`config.mk`:
```
export PLATFORM = sky130hd
export DESIGN_NAME = apb_requester_flat
export DESIGN_NICKNAME = d
export VERILOG_FILES = /design/src/rtl/apb_requester_if.sv /design/src/rtl/apb_requester.sv /design/src/flat_wrapper.sv
export SDC_FILE = /design/constraint.sdc
export NUM_CORES = 1
export LEC_CHECK = 0
export CELL_PAD_IN_SITES_DETAIL_PLACEMENT = 0
export CELL_PAD_IN_SITES_GLOBAL_PLACEMENT = 1
export CORE_MARGIN = 1
export CORE_UTILIZATION = 27
export CTS_CLUSTER_DIAMETER = 80
export DETAILED_ROUTE_END_ITERATION = 16
export GPL_TIMING_DRIVEN = 1
export PLACE_DENSITY = 0.86
export SETUP_SLACK_MARGIN = 0.02
export SYNTH_ARGS = -nofsm -noshare
export SYNTH_HDL_FRONTEND = slang
export SYNTH_SLANG_ARGS = --single-unit
```
`constraint.sdc`:
```
create_clock -name PCLK -period 1.2 [get_ports PCLK]
set_input_delay 0.3 -clock PCLK [delete_from_list [all_inputs] [get_ports PCLK]]
set_output_delay 0.3 -clock PCLK [all_outputs]
set_load 0.05 [all_outputs]
```
`src/rtl/apb_requester_if.sv`:
```
// apb_requester_if: bundles the command, response and APB bus signals of apb_requester.
// Latency: none (signal bundle only).
// Backpressure: cmd_ready qualifies cmd_valid; rsp_* carries no backpressure; PREADY stalls ACCESS.
// Ports (signals): cmd_valid/cmd_ready/cmd_write/cmd_addr/cmd_wdata command side,
//   rsp_valid/rsp_rdata/rsp_err response side, PSEL/PENABLE/PADDR/PWRITE/PWDATA/PRDATA/PREADY/PSLVERR APB side.
// Modports: master = requester view (drives APB and response), slave = environment view.
interface apb_requester_if #(
  parameter int ADDRESS_WIDTH = 5,
  parameter int DATA_WIDTH    = 8
);
  logic                     cmd_valid;
  logic                     cmd_ready;
  logic                     cmd_write;
  logic [ADDRESS_WIDTH-1:0] cmd_addr;
  logic [DATA_WIDTH-1:0]    cmd_wdata;

  logic                     rsp_valid;
  logic [DATA_WIDTH-1:0]    rsp_rdata;
  logic                     rsp_err;

  logic                     PSEL;
  logic                     PENABLE;
  logic [ADDRESS_WIDTH-1:0] PADDR;
  logic                     PWRITE;
  logic [DATA_WIDTH-1:0]    PWDATA;
  logic [DATA_WIDTH-1:0]    PRDATA;
  logic                     PREADY;
  logic                     PSLVERR;

  modport master (
    input  cmd_valid, cmd_write, cmd_addr, cmd_wdata, PRDATA, PREADY, PSLVERR,
    output cmd_ready, rsp_valid, rsp_rdata, rsp_err, PSEL, PENABLE, PADDR, PWRITE, PWDATA
  );

  modport slave (
    output cmd_valid, cmd_write, cmd_addr, cmd_wdata, PRDATA, PREADY, PSLVERR,
    input  cmd_ready, rsp_valid, rsp_rdata, rsp_err, PSEL, PENABLE, PADDR, PWRITE, PWDATA
  );
endinterface

```
`src/rtl/apb_requester.sv`:
```
// apb_requester: APB initiator turning single-beat valid/ready commands into SETUP/ACCESS transfers.
// Latency: accept at edge N -> SETUP N+1, ACCESS N+2 (+wait states), rsp_valid pulse after completion.
// Backpressure: cmd_ready only in IDLE or on the completing ACCESS cycle; responses are never stalled.
// Ports: PCLK clock, PRESET synchronous active-high reset, bus = apb_requester_if.master
//   (command in, one-cycle response out, APB master signals).
// Optional feature: define APB_TIMEOUT_EN to abort an ACCESS phase after TIMEOUT_CYCLES
//   consecutive PREADY=0 cycles (response with rsp_err=1, rsp_rdata=0).
module apb_requester #(
  parameter int ADDRESS_WIDTH  = 5,
  parameter int DATA_WIDTH     = 8,
  parameter int TIMEOUT_CYCLES = 16
) (
  input logic            PCLK,
  input logic            PRESET,
  apb_requester_if.master bus
);

  typedef enum logic [1:0] {
    IDLE   = 2'd0,
    SETUP  = 2'd1,
    ACCESS = 2'd2
  } state_e;

  state_e                   state_q, state_d;
  logic                     psel_q, psel_d;
  logic                     penable_q, penable_d;
  logic [ADDRESS_WIDTH-1:0] paddr_q, paddr_d;
  logic                     pwrite_q, pwrite_d;
  logic [DATA_WIDTH-1:0]    pwdata_q, pwdata_d;
  logic                     rsp_valid_q, rsp_valid_d;
  logic [DATA_WIDTH-1:0]    rsp_rdata_q, rsp_rdata_d;
  logic                     rsp_err_q, rsp_err_d;
  logic                     cmd_acc;

  // A zero limit would abort every transfer before the slave is ever sampled; this
  // marker block shows up in the elaborated hierarchy when that misconfiguration occurs.
  if (TIMEOUT_CYCLES < 1) begin : g_timeout_cycles_not_positive
  end

`ifdef APB_TIMEOUT_EN
  localparam int TMO_W = $clog2(TIMEOUT_CYCLES + 1);
  // Abort fires on the ACCESS cycle that is the TIMEOUT_CYCLES-th consecutive stall.
  localparam logic [TMO_W-1:0] TMO_LAST = TMO_W'(TIMEOUT_CYCLES - 1);
  logic [TMO_W-1:0] tmo_cnt_q, tmo_cnt_d;
`endif

  // Ready in IDLE, or on the completing ACCESS cycle so a new command can chain
  // straight into SETUP without an idle bubble.
  assign bus.cmd_ready = (state_q == IDLE) || ((state_q == ACCESS) && bus.PREADY);

  always_comb begin
    state_d     = state_q;
    psel_d      = psel_q;
    penable_d   = penable_q;
    paddr_d     = paddr_q;
    pwrite_d    = pwrite_q;
    pwdata_d    = pwdata_q;
    rsp_valid_d = 1'b0;
    rsp_rdata_d = rsp_rdata_q;
    rsp_err_d   = rsp_err_q;
    cmd_acc     = 1'b0;
`ifdef APB_TIMEOUT_EN
    tmo_cnt_d   = tmo_cnt_q;
`endif

    case (state_q)
      IDLE: begin
        cmd_acc = bus.cmd_valid;
      end

      SETUP: begin
        state_d   = ACCESS;
        penable_d = 1'b1;
      end

      ACCESS: begin
        if (bus.PREADY) begin
          rsp_valid_d = 1'b1;
          rsp_rdata_d = pwrite_q ? '0 : bus.PRDATA;
          rsp_err_d   = bus.PSLVERR;
          if (bus.cmd_valid) begin
            cmd_acc = 1'b1;
          end else begin
            state_d   = IDLE;
            psel_d    = 1'b0;
            penable_d = 1'b0;
          end
        end else begin
`ifdef APB_TIMEOUT_EN
          if (tmo_cnt_q == TMO_LAST) begin
            state_d     = IDLE;
            psel_d      = 1'b0;
            penable_d   = 1'b0;
            rsp_valid_d = 1'b1;
            rsp_rdata_d = '0;
            rsp_err_d   = 1'b1;
          end else begin
            tmo_cnt_d = tmo_cnt_q + TMO_W'(1);
          end
`endif
        end
      end

      default: begin
        state_d   = IDLE;
        psel_d    = 1'b0;
        penable_d = 1'b0;
      end
    endcase

    // Accepting a command is the only way the address/direction/data registers move.
    if (cmd_acc) begin
      state_d   = SETUP;
      psel_d    = 1'b1;
      penable_d = 1'b0;
      paddr_d   = bus.cmd_addr;
      pwrite_d  = bus.cmd_write;
      pwdata_d  = bus.cmd_write ? bus.cmd_wdata : '0;
`ifdef APB_TIMEOUT_EN
      tmo_cnt_d = '0;
`endif
    end
  end

  always_ff @(posedge PCLK) begin
    if (PRESET) begin
      state_q     <= IDLE;
      psel_q      <= 1'b0;
      penable_q   <= 1'b0;
      paddr_q     <= '0;
      pwrite_q    <= 1'b0;
      pwdata_q    <= '0;
      rsp_valid_q <= 1'b0;
      rsp_rdata_q <= '0;
      rsp_err_q   <= 1'b0;
`ifdef APB_TIMEOUT_EN
      tmo_cnt_q   <= '0;
`endif
    end else begin
      state_q     <= state_d;
      psel_q      <= psel_d;
      penable_q   <= penable_d;
      paddr_q     <= paddr_d;
      pwrite_q    <= pwrite_d;
      pwdata_q    <= pwdata_d;
      rsp_valid_q <= rsp_valid_d;
      rsp_rdata_q <= rsp_rdata_d;
      rsp_err_q   <= rsp_err_d;
`ifdef APB_TIMEOUT_EN
      tmo_cnt_q   <= tmo_cnt_d;
`endif
    end
  end

  assign bus.PSEL      = psel_q;
  assign bus.PENABLE   = penable_q;
  assign bus.PADDR     = paddr_q;
  assign bus.PWRITE    = pwrite_q;
  assign bus.PWDATA    = pwdata_q;
  assign bus.rsp_valid = rsp_valid_q;
  assign bus.rsp_rdata = rsp_rdata_q;
  assign bus.rsp_err   = rsp_err_q;

endmodule

```
`src/flat_wrapper.sv`:
```
// flat-port wrapper written by rule: the top's interface ports become plain ports
module apb_requester_flat 
#(
  parameter int ADDRESS_WIDTH  = 5,
  parameter int DATA_WIDTH     = 8,
  parameter int TIMEOUT_CYCLES = 16
)
  (PCLK, PRESET, bus_cmd_valid, bus_cmd_write, bus_cmd_addr, bus_cmd_wdata, bus_PRDATA, bus_PREADY, bus_PSLVERR, bus_cmd_ready, bus_rsp_valid, bus_rsp_rdata, bus_rsp_err, bus_PSEL, bus_PENABLE, bus_PADDR, bus_PWRITE, bus_PWDATA);
  apb_requester_if #(.ADDRESS_WIDTH(ADDRESS_WIDTH), .DATA_WIDTH(DATA_WIDTH)) bus_i ();
  input logic PCLK;
  input logic PRESET;
  input wire logic [$bits(bus_i.cmd_valid)-1:0] bus_cmd_valid;
  input wire logic [$bits(bus_i.cmd_write)-1:0] bus_cmd_write;
  input wire logic [$bits(bus_i.cmd_addr)-1:0] bus_cmd_addr;
  input wire logic [$bits(bus_i.cmd_wdata)-1:0] bus_cmd_wdata;
  input wire logic [$bits(bus_i.PRDATA)-1:0] bus_PRDATA;
  input wire logic [$bits(bus_i.PREADY)-1:0] bus_PREADY;
  input wire logic [$bits(bus_i.PSLVERR)-1:0] bus_PSLVERR;
  output wire logic [$bits(bus_i.cmd_ready)-1:0] bus_cmd_ready;
  output wire logic [$bits(bus_i.rsp_valid)-1:0] bus_rsp_valid;
  output wire logic [$bits(bus_i.rsp_rdata)-1:0] bus_rsp_rdata;
  output wire logic [$bits(bus_i.rsp_err)-1:0] bus_rsp_err;
  output wire logic [$bits(bus_i.PSEL)-1:0] bus_PSEL;
  output wire logic [$bits(bus_i.PENABLE)-1:0] bus_PENABLE;
  output wire logic [$bits(bus_i.PADDR)-1:0] bus_PADDR;
  output wire logic [$bits(bus_i.PWRITE)-1:0] bus_PWRITE;
  output wire logic [$bits(bus_i.PWDATA)-1:0] bus_PWDATA;
  assign bus_i.cmd_valid = bus_cmd_valid;
  assign bus_i.cmd_write = bus_cmd_write;
  assign bus_i.cmd_addr = bus_cmd_addr;
  assign bus_i.cmd_wdata = bus_cmd_wdata;
  assign bus_i.PRDATA = bus_PRDATA;
  assign bus_i.PREADY = bus_PREADY;
  assign bus_i.PSLVERR = bus_PSLVERR;
  assign bus_cmd_ready = bus_i.cmd_ready;
  assign bus_rsp_valid = bus_i.rsp_valid;
  assign bus_rsp_rdata = bus_i.rsp_rdata;
  assign bus_rsp_err = bus_i.rsp_err;
  assign bus_PSEL = bus_i.PSEL;
  assign bus_PENABLE = bus_i.PENABLE;
  assign bus_PADDR = bus_i.PADDR;
  assign bus_PWRITE = bus_i.PWRITE;
  assign bus_PWDATA = bus_i.PWDATA;
  apb_requester #(.ADDRESS_WIDTH(ADDRESS_WIDTH), .DATA_WIDTH(DATA_WIDTH), .TIMEOUT_CYCLES(TIMEOUT_CYCLES)) u_core (.PCLK(PCLK), .PRESET(PRESET), .bus(bus_i));
endmodule
```
==> results of run 1 <==
layout by cell type, fill, tap and decap left out:
| cell | count |
|---|---|
| dfxtp_4 | 2 |
| dfxtp_1 | 24 |
| clkdlybuf4s50_1 | 24 |
| mux2_2 | 1 |
| dlygate4sd2_1 | 2 |
| buf_4 | 14 |
| and2b_1 | 1 |
| nor2_4 | 1 |
| clkbuf_1 | 1 |
| nand2b_1 | 2 |
| mux2i_1 | 1 |
| nand3b_1 | 9 |
| nor2_1 | 4 |
| nand2b_4 | 1 |
| buf_6 | 2 |
| a21oi_1 | 19 |
| and3b_1 | 1 |
| dfxtp_2 | 1 |
| a21oi_2 | 2 |
| buf_12 | 29 |
| nand4_1 | 8 |
| clkbuf_8 | 3 |
| nand2b_2 | 1 |
| nor3_1 | 1 |
| o21ai_0 | 1 |
| nand3_1 | 6 |
| and2b_4 | 2 |
| o31ai_1 | 1 |
| and3b_2 | 1 |
| nor2b_1 | 1 |
| nand2_1 | 10 |
| o21ai_1 | 14 |
final cells by class:
| class | count | area (um2) | area share [%] |
|---|---|---|---|
| Multi-Input combinational cell | 88 | 520.5 | 24.31 |
| Timing Repair Buffer | 71 | 965.9 | 45.12 |
| Clock buffer | 4 | 45.04 | 2.104 |
| Tap cell | 48 | 60.06 | 2.805 |
| Sequential cell | 27 | 549.3 | 25.66 |
cells by family after synthesis:
| kind of cell | Yosys count | share of synthesized area (%) |
|---|---|---|
| AO/OA/AOI/OAI | 37 | 17.44 |
| multiplexers | 2 | 1.977 |
| buffers and inverters | 9 | 5.116 |
| flip-flops | 27 | 50.23 |
| AND/OR/NAND/NOR | 47 | 25.23 |
worst paths after layout:
| check | to | cells after the start |
|---|---|---|
| worst max-delay path | bus_cmd_ready | 3 |
| worst min-delay path | u_core.bus.rsp_rdata[7] | 2 |
| worst max register to register | u_core.bus.PADDR[3] | 4 |
| worst min register to register | u_core.bus.rsp_rdata[7] | 2 |
flip-flops by register name, summed over array words and instances, names as in the netlist:
signal / flops
u_core.bus.PADDR: 5
u_core.bus.PSEL: 1
u_core.bus.PWRITE: 1
u_core.bus.rsp_valid: 1
u_core.state_q: 1
u_core.bus.PWDATA: 8
u_core.bus.rsp_rdata: 8
u_core.bus.PENABLE: 1
u_core.bus.rsp_err: 1
worst register-to-register path, cell delays in order, from the launching register on:
cell,delay (ps)
dfxtp_2,340
buf_6,130
and2b_1,340
nand3_1,130
a21oi_1,140
report_power, final:
group	internal, W	switching (W)
Sequential	0.000933	0.0000429
Combinational	0.000319	0.000277
Clock	0.000237	0.000262
Total	0.00149	0.000582
stage by stage:
step                      setup slack, ps  area (um2)  util, %
after floorplan                    -110.4        1091        -
after global placement             -356.7        2031    54.24
after detailed placement           -403.9        2031    54.24
after CTS                          -125.2        2107    56.28
after global routing               -155.6        2141    57.19
final                              -114.8        2141    57.19
what timing repair did:
| item | in CTS | in global routing |
|---|---|---|
| pin swaps | 1 | 3 |
| buffers inserted | 3 | 0 |
| gates cloned | 1 | 1 |
| endpoints found under the setup margin | 26 | 19 |
| gates resized for setup | 5 | 6 |
metal layers:
layer / routed length, um / part of all wire (%)
met3: 252 / 7.5
met2: 1685 / 50
met5: 0 / 0
met1: 1359 / 41
met4: 40 / 1.2
==> run metrics, run 1 <==
RSZ-0062 raised after global routing=yes; layout cell share with drive strength beyond 1=31.58%; flop-to-flop setup slack=70 ps; starting density of the core=28.74%; worst skew pair latency=260 ps; Fin Setup TNS=-133.5 ps; failing checks=setup timing; Final period util=109.6%; htree depth=1; antenna violations before repair=0; Seq/Total Area, Yosys=50.23%; CP Cell Sequence=and2b_4 > nor2_4 > buf_12; Inst Count DP=229; drt initial violations=58; Worst Setup Start Kind=flop; Ys Warns=0; Leak Pwr=0.8052 nW; Final ANT Viol Nets=0; Worst-path clk slew=about 90 ps; largest cells by area after synthesis=dfxtp_1 (50%), a21oi_1 (9.8%), o21ai_1 (6.5%), nand3b_1 (6.3%), nand4_1 (4.7%); post-layout net count=218; routed wire length=3.338 mm; Core Region=between 0.003 and 0.004 mm2; area grow syn2layout=98.95%; syn_area_per_cell=about 8.8 um2; Worst slew margin=82.87%; worst vdd ir=543.5 uV; Clock Sinks=27; Post-Syn Nets=149; All-Layer GR Usage=approximately 16%; hold buffer count at CTS=0; Critical Path End Type=output pin; GR Overflow Total=0; grt met2 use=29.43%; synth unique cells=23; status=finished, violations left; Min-Delay Path Class=reg -> reg; crit path time final=1315 ps; die height=65.13 um; CP delay by family, top=flip-flops; root buf cell=clkbuf_8; Vias=~1200; CTS buffer count=3; largest net degree at the start of global routing=15; met3 usage=3.819%; synth cell count leaders=dfxtp_1 (27), a21oi_1 (21), o21ai_1 (14); Die ar.=between 0.004 and 0.005 mm2; final-report hold violation count=0; first-pass GRT wire length=between 5 and 6 mm; f_max=760.5 MHz; Buf/Inv on CP=1; Hold Slack=489.9 ps; Die X=65.13 um; Most Crowded Layer GR=met2; count of final setup violators=2; I/O pin count=54; CP Max Fanout=2; Filler cells=343; Pwr Total=0.002072 W; cell with the most instances after synthesis=dfxtp_1; leading area contributor after synthesis=dfxtp_1; post-DR wirelength/cell=14.03 um; post-synth top area share=about half; number of global-route vias before repair=1181; CP arrival=1010 ps; Cell Count, Final, Fillers Out=238; ant diodes=0; CP Class=reg -> out; skew final=~1.8 ps; DR vias/cell=a little under 5; cell count after synthesis=roughly 120; Max Root-Sink Buffers=2; worst endpoint required time=900 ps; MaxCap Viol Count=0; std cell rows=22; DRC=0; Slew @ Worst Pin=257.0 ps; Max stage delay cell, worst path=dfxtp_4; origin of the critical flop-to-flop path=u_core.state_q[0]; ys flop type=dfxtp_1; final max-slew violation count=0; Worst Setup Slack, final=-114.8 ps; crit path launch=u_core.bus.PENABLE; hold_sp=u_core.bus.rsp_rdata[7]; ys async rst share=0%; GPL Wtd Cong=0.7457; CTS tree=built; flops & latches, synth=27; met1 Use GR=a little under a fifth; Syn Std Cell Area=about 0.0011 mm2; port bufs=53; Cell Pwr Density=roughly 970 mW/mm2; max incr delay on CP=350 ps; Post-synth EDFFs=0; dpl hpwl=2.443 mm; DR pass1 iterations=4
No activity file was read; power rests on OpenSTA's default activity.
==> run 2, diff against run 1 <==
- CORE_UTILIZATION: 27 -> 29
- CTS_BUF_LIST: default -> sky130_fd_sc_hd__clkbuf_4 sky130_fd_sc_hd__clkbuf_8
- PLACE_DENSITY: 0.86 -> 0.91
==> run 2 against run 1 <==
Compared with the run above: the flow still finishes with violations (setup timing); design area is 0.88% lower; sequential share of layout area is 0.29 points higher; non-clock buffer count stayed put; clock power is 2% higher; fmax is 0.19% lower; cell count is 1.7% lower; critical endpoint unchanged; sequential cell count stayed put; count of clock-buffer cells in the layout is 1 lower; die area is 6.7% lower; clock skew is 2.4 ps higher.
==> run metrics, run 2 (synthesis results as in run 1) <==
MaxCap Viol Count=0 (unchanged); Cell Pwr Density=974.1 mW/mm2 (+0.63%); Net Sw Frac=28.69% (+0.58 points); CTS tree=built; post-layout net count=216 (-0.92%); status=finished, violations left; Flop pwr share=47.4% (+0.3 points); post-DR wirelength/cell=13.25 um (-5.5%); layout cell share with drive strength beyond 1=35.11% (+3.5 points); routed wire length=3.100 mm (-7.1%); area grow syn2layout=97.21%; worst endpoint required time=900 ps (about the same); Die ar.=0.003958 mm2 (-6.7%); Final ANT Viol Nets=0 (unchanged); Buf/Inv on CP=1 (unchanged); post-route cell area=0.002122 mm2 (-0.88%); Logic pwr share=27.9% (-0.9 points); Vias=1161 (-0.34%); worst vdd ir=557.6 uV (+2.6%); Worst-path clk slew=90 ps (about the same); I/O pin count=54 (unchanged); Worst Setup Slack, final=-117.4 ps (-2.535 ps); Worst slew margin=83.37% (+0.50 points); Filler cells=284 (-17%); DR vias/cell=4.962 (+1.4%); CP Max Fanout=2 (unchanged); GPL Wtd Cong=0.7608 (+2.0%); Post-Route Utilization=61.65% (+4.5 points); most frequent cells in the layout=buf_12 (28), clkdlybuf4s50_1 (24), dfxtp_1 (23), a21oi_1 (19), buf_4 (16); Die X=62.92 um (-3.4%); first-pass GRT wire length=5.147 mm (-1.5%); Final period util=109.8% (+0.21 points); DR pass1 iterations=4 (unchanged); Pwr Total=0.002067 W (-0.26%); drt initial violations=33 (-43%); count of final setup violators=2 (unchanged); die height=62.92 um (-3.4%); starting density of the core=31.26% (+2.5 points); Cell Count, Final, Fillers Out=234 (-1.7%); Max stage delay cell, worst path=dfxtp_4; Internal=0.001474 W (-1.1%); std cell rows=21 (-4.5%); CTS buffer count=3 (unchanged); Critical Path End Type=output pin; htree depth=1 (unchanged); Min-Delay Path Class=in -> reg; Multi-input gate area=514.2 um2 (-1.2%); largest net degree at the start of global routing=16 (+1); Hold Slack=451.2 ps (-38.76 ps); port bufs=53 (unchanged); CP delay by family, top=flip-flops; CP Cell Sequence=and2b_4 > nor2_4 > buf_12; number of global-route vias before repair=1195 (+1.2%); Clock Sinks=27 (unchanged); antenna violations before repair=0 (unchanged); DRC=0 (unchanged); f_max=759.1 MHz (-0.19%); skew final=4.210 ps (+2.373 ps); root buf cell=clkbuf_8; flop-to-flop setup slack=90 ps (+20 ps); CP arrival=1020 ps (about the same); Inst Count DP=228 (-0.44%); crit path time final=1317 ps (+2.535 ps); RSZ-0062 raised after global routing=yes; Clk pwr share=24.7% (+0.6 points); worst skew pair latency=270 ps (about the same); Post-DP Area=0.002023 mm2 (-0.37%); Psw=0.0005930 W (+1.8%); Sequential Area=550.5 um2 (+0.23%); Core Region=0.003442 mm2 (-8.1%); dpl hpwl=2.374 mm (-2.8%); final max-slew violation count=0 (unchanged); final-report hold violation count=0 (unchanged); failing checks=setup timing; Slew @ Worst Pin=248.7 ps (-8.310 ps); ant diodes=0 (unchanged); GR Overflow Total=0 (unchanged); Worst Setup Start Kind=flop; Max Root-Sink Buffers=2 (unchanged); commonest non-fill, non-tap cell in the layout=buf_12; Leak Pwr=0.7984 nW (-0.84%); CP Class=reg -> out; max incr delay on CP=350 ps (about the same); All-Layer GR Usage=16.08% (+0.15 points)
run 2: final cells by class:
class                   count  share of cell area, %
flip-flops and latches     27                  25.94
repair buffers             71                  44.93
multi-input cells          86                  24.23
clock inverters             1                 0.2358
clock buffers               3                  1.946
well taps                  46                  2.712
run 2: worst reg2reg max path: stages (launching register included):
cell	delay, ps
dfxtp_4	350
and2b_4	170
buf_4	130
buf_6	140
o21ai_1	140
a21oi_1	80
run 2: path summary, 6_finish.rpt:
kind                             from             endpoint  cells past startpoint
hold reg to reg   u_core.bus.PADDR[2]  u_core.bus.PADDR[2]                      2
setup reg to reg   u_core.bus.PENABLE  u_core.bus.PADDR[3]                      5
setup / recovery   u_core.bus.PENABLE        bus_cmd_ready                      3
hold / removal          bus_cmd_valid      u_core.bus.PSEL                      3
run 2: routing by layer:
layer	GRT usage [%]	part of all wire (%)
met4	3.198	0.87
met2	30.11	50
met1	17.15	40
met5	0	0
met3	5.474	9.8
run 2: power groups by stage:
stage	Combinational, W	Sequential, W	Clock (W)
2_1_floorplan	0.000133	0.00111	0
3_3_place_gp	0.000554	0.00100	0
3_5_place_dp	0.000562	0.00100	0
4_1_cts	0.000572	0.000979	0.000525
5_1_grt	0.000606	0.000986	0.000556
6_report	0.000577	0.000980	0.000510
run 2: repair_timing:
action,in CTS,in global routing
setup buffers,2,0
pin swaps,1,2
resized for setup,4,12
endpoints found under the setup margin,23,16
hold buffers,0,0
run 2: per-stage QoR:
stage / setup slack (ps) / TNS (ps)
2_1_floorplan: -110.4 / -110.4
3_3_place_gp: -332.6 / -7607
3_5_place_dp: -391.7 / -8349
4_1_cts: -127.9 / -153.3
5_1_grt: -150.9 / -200.4
6_report: -117.4 / -137.9
==> run 3, diff against run 2 <==
- GPL_ROUTABILITY_DRIVEN: default -> 0
==> results of run 3 <==
No change in the layout: final DEF, timing and power equal those of run 2.
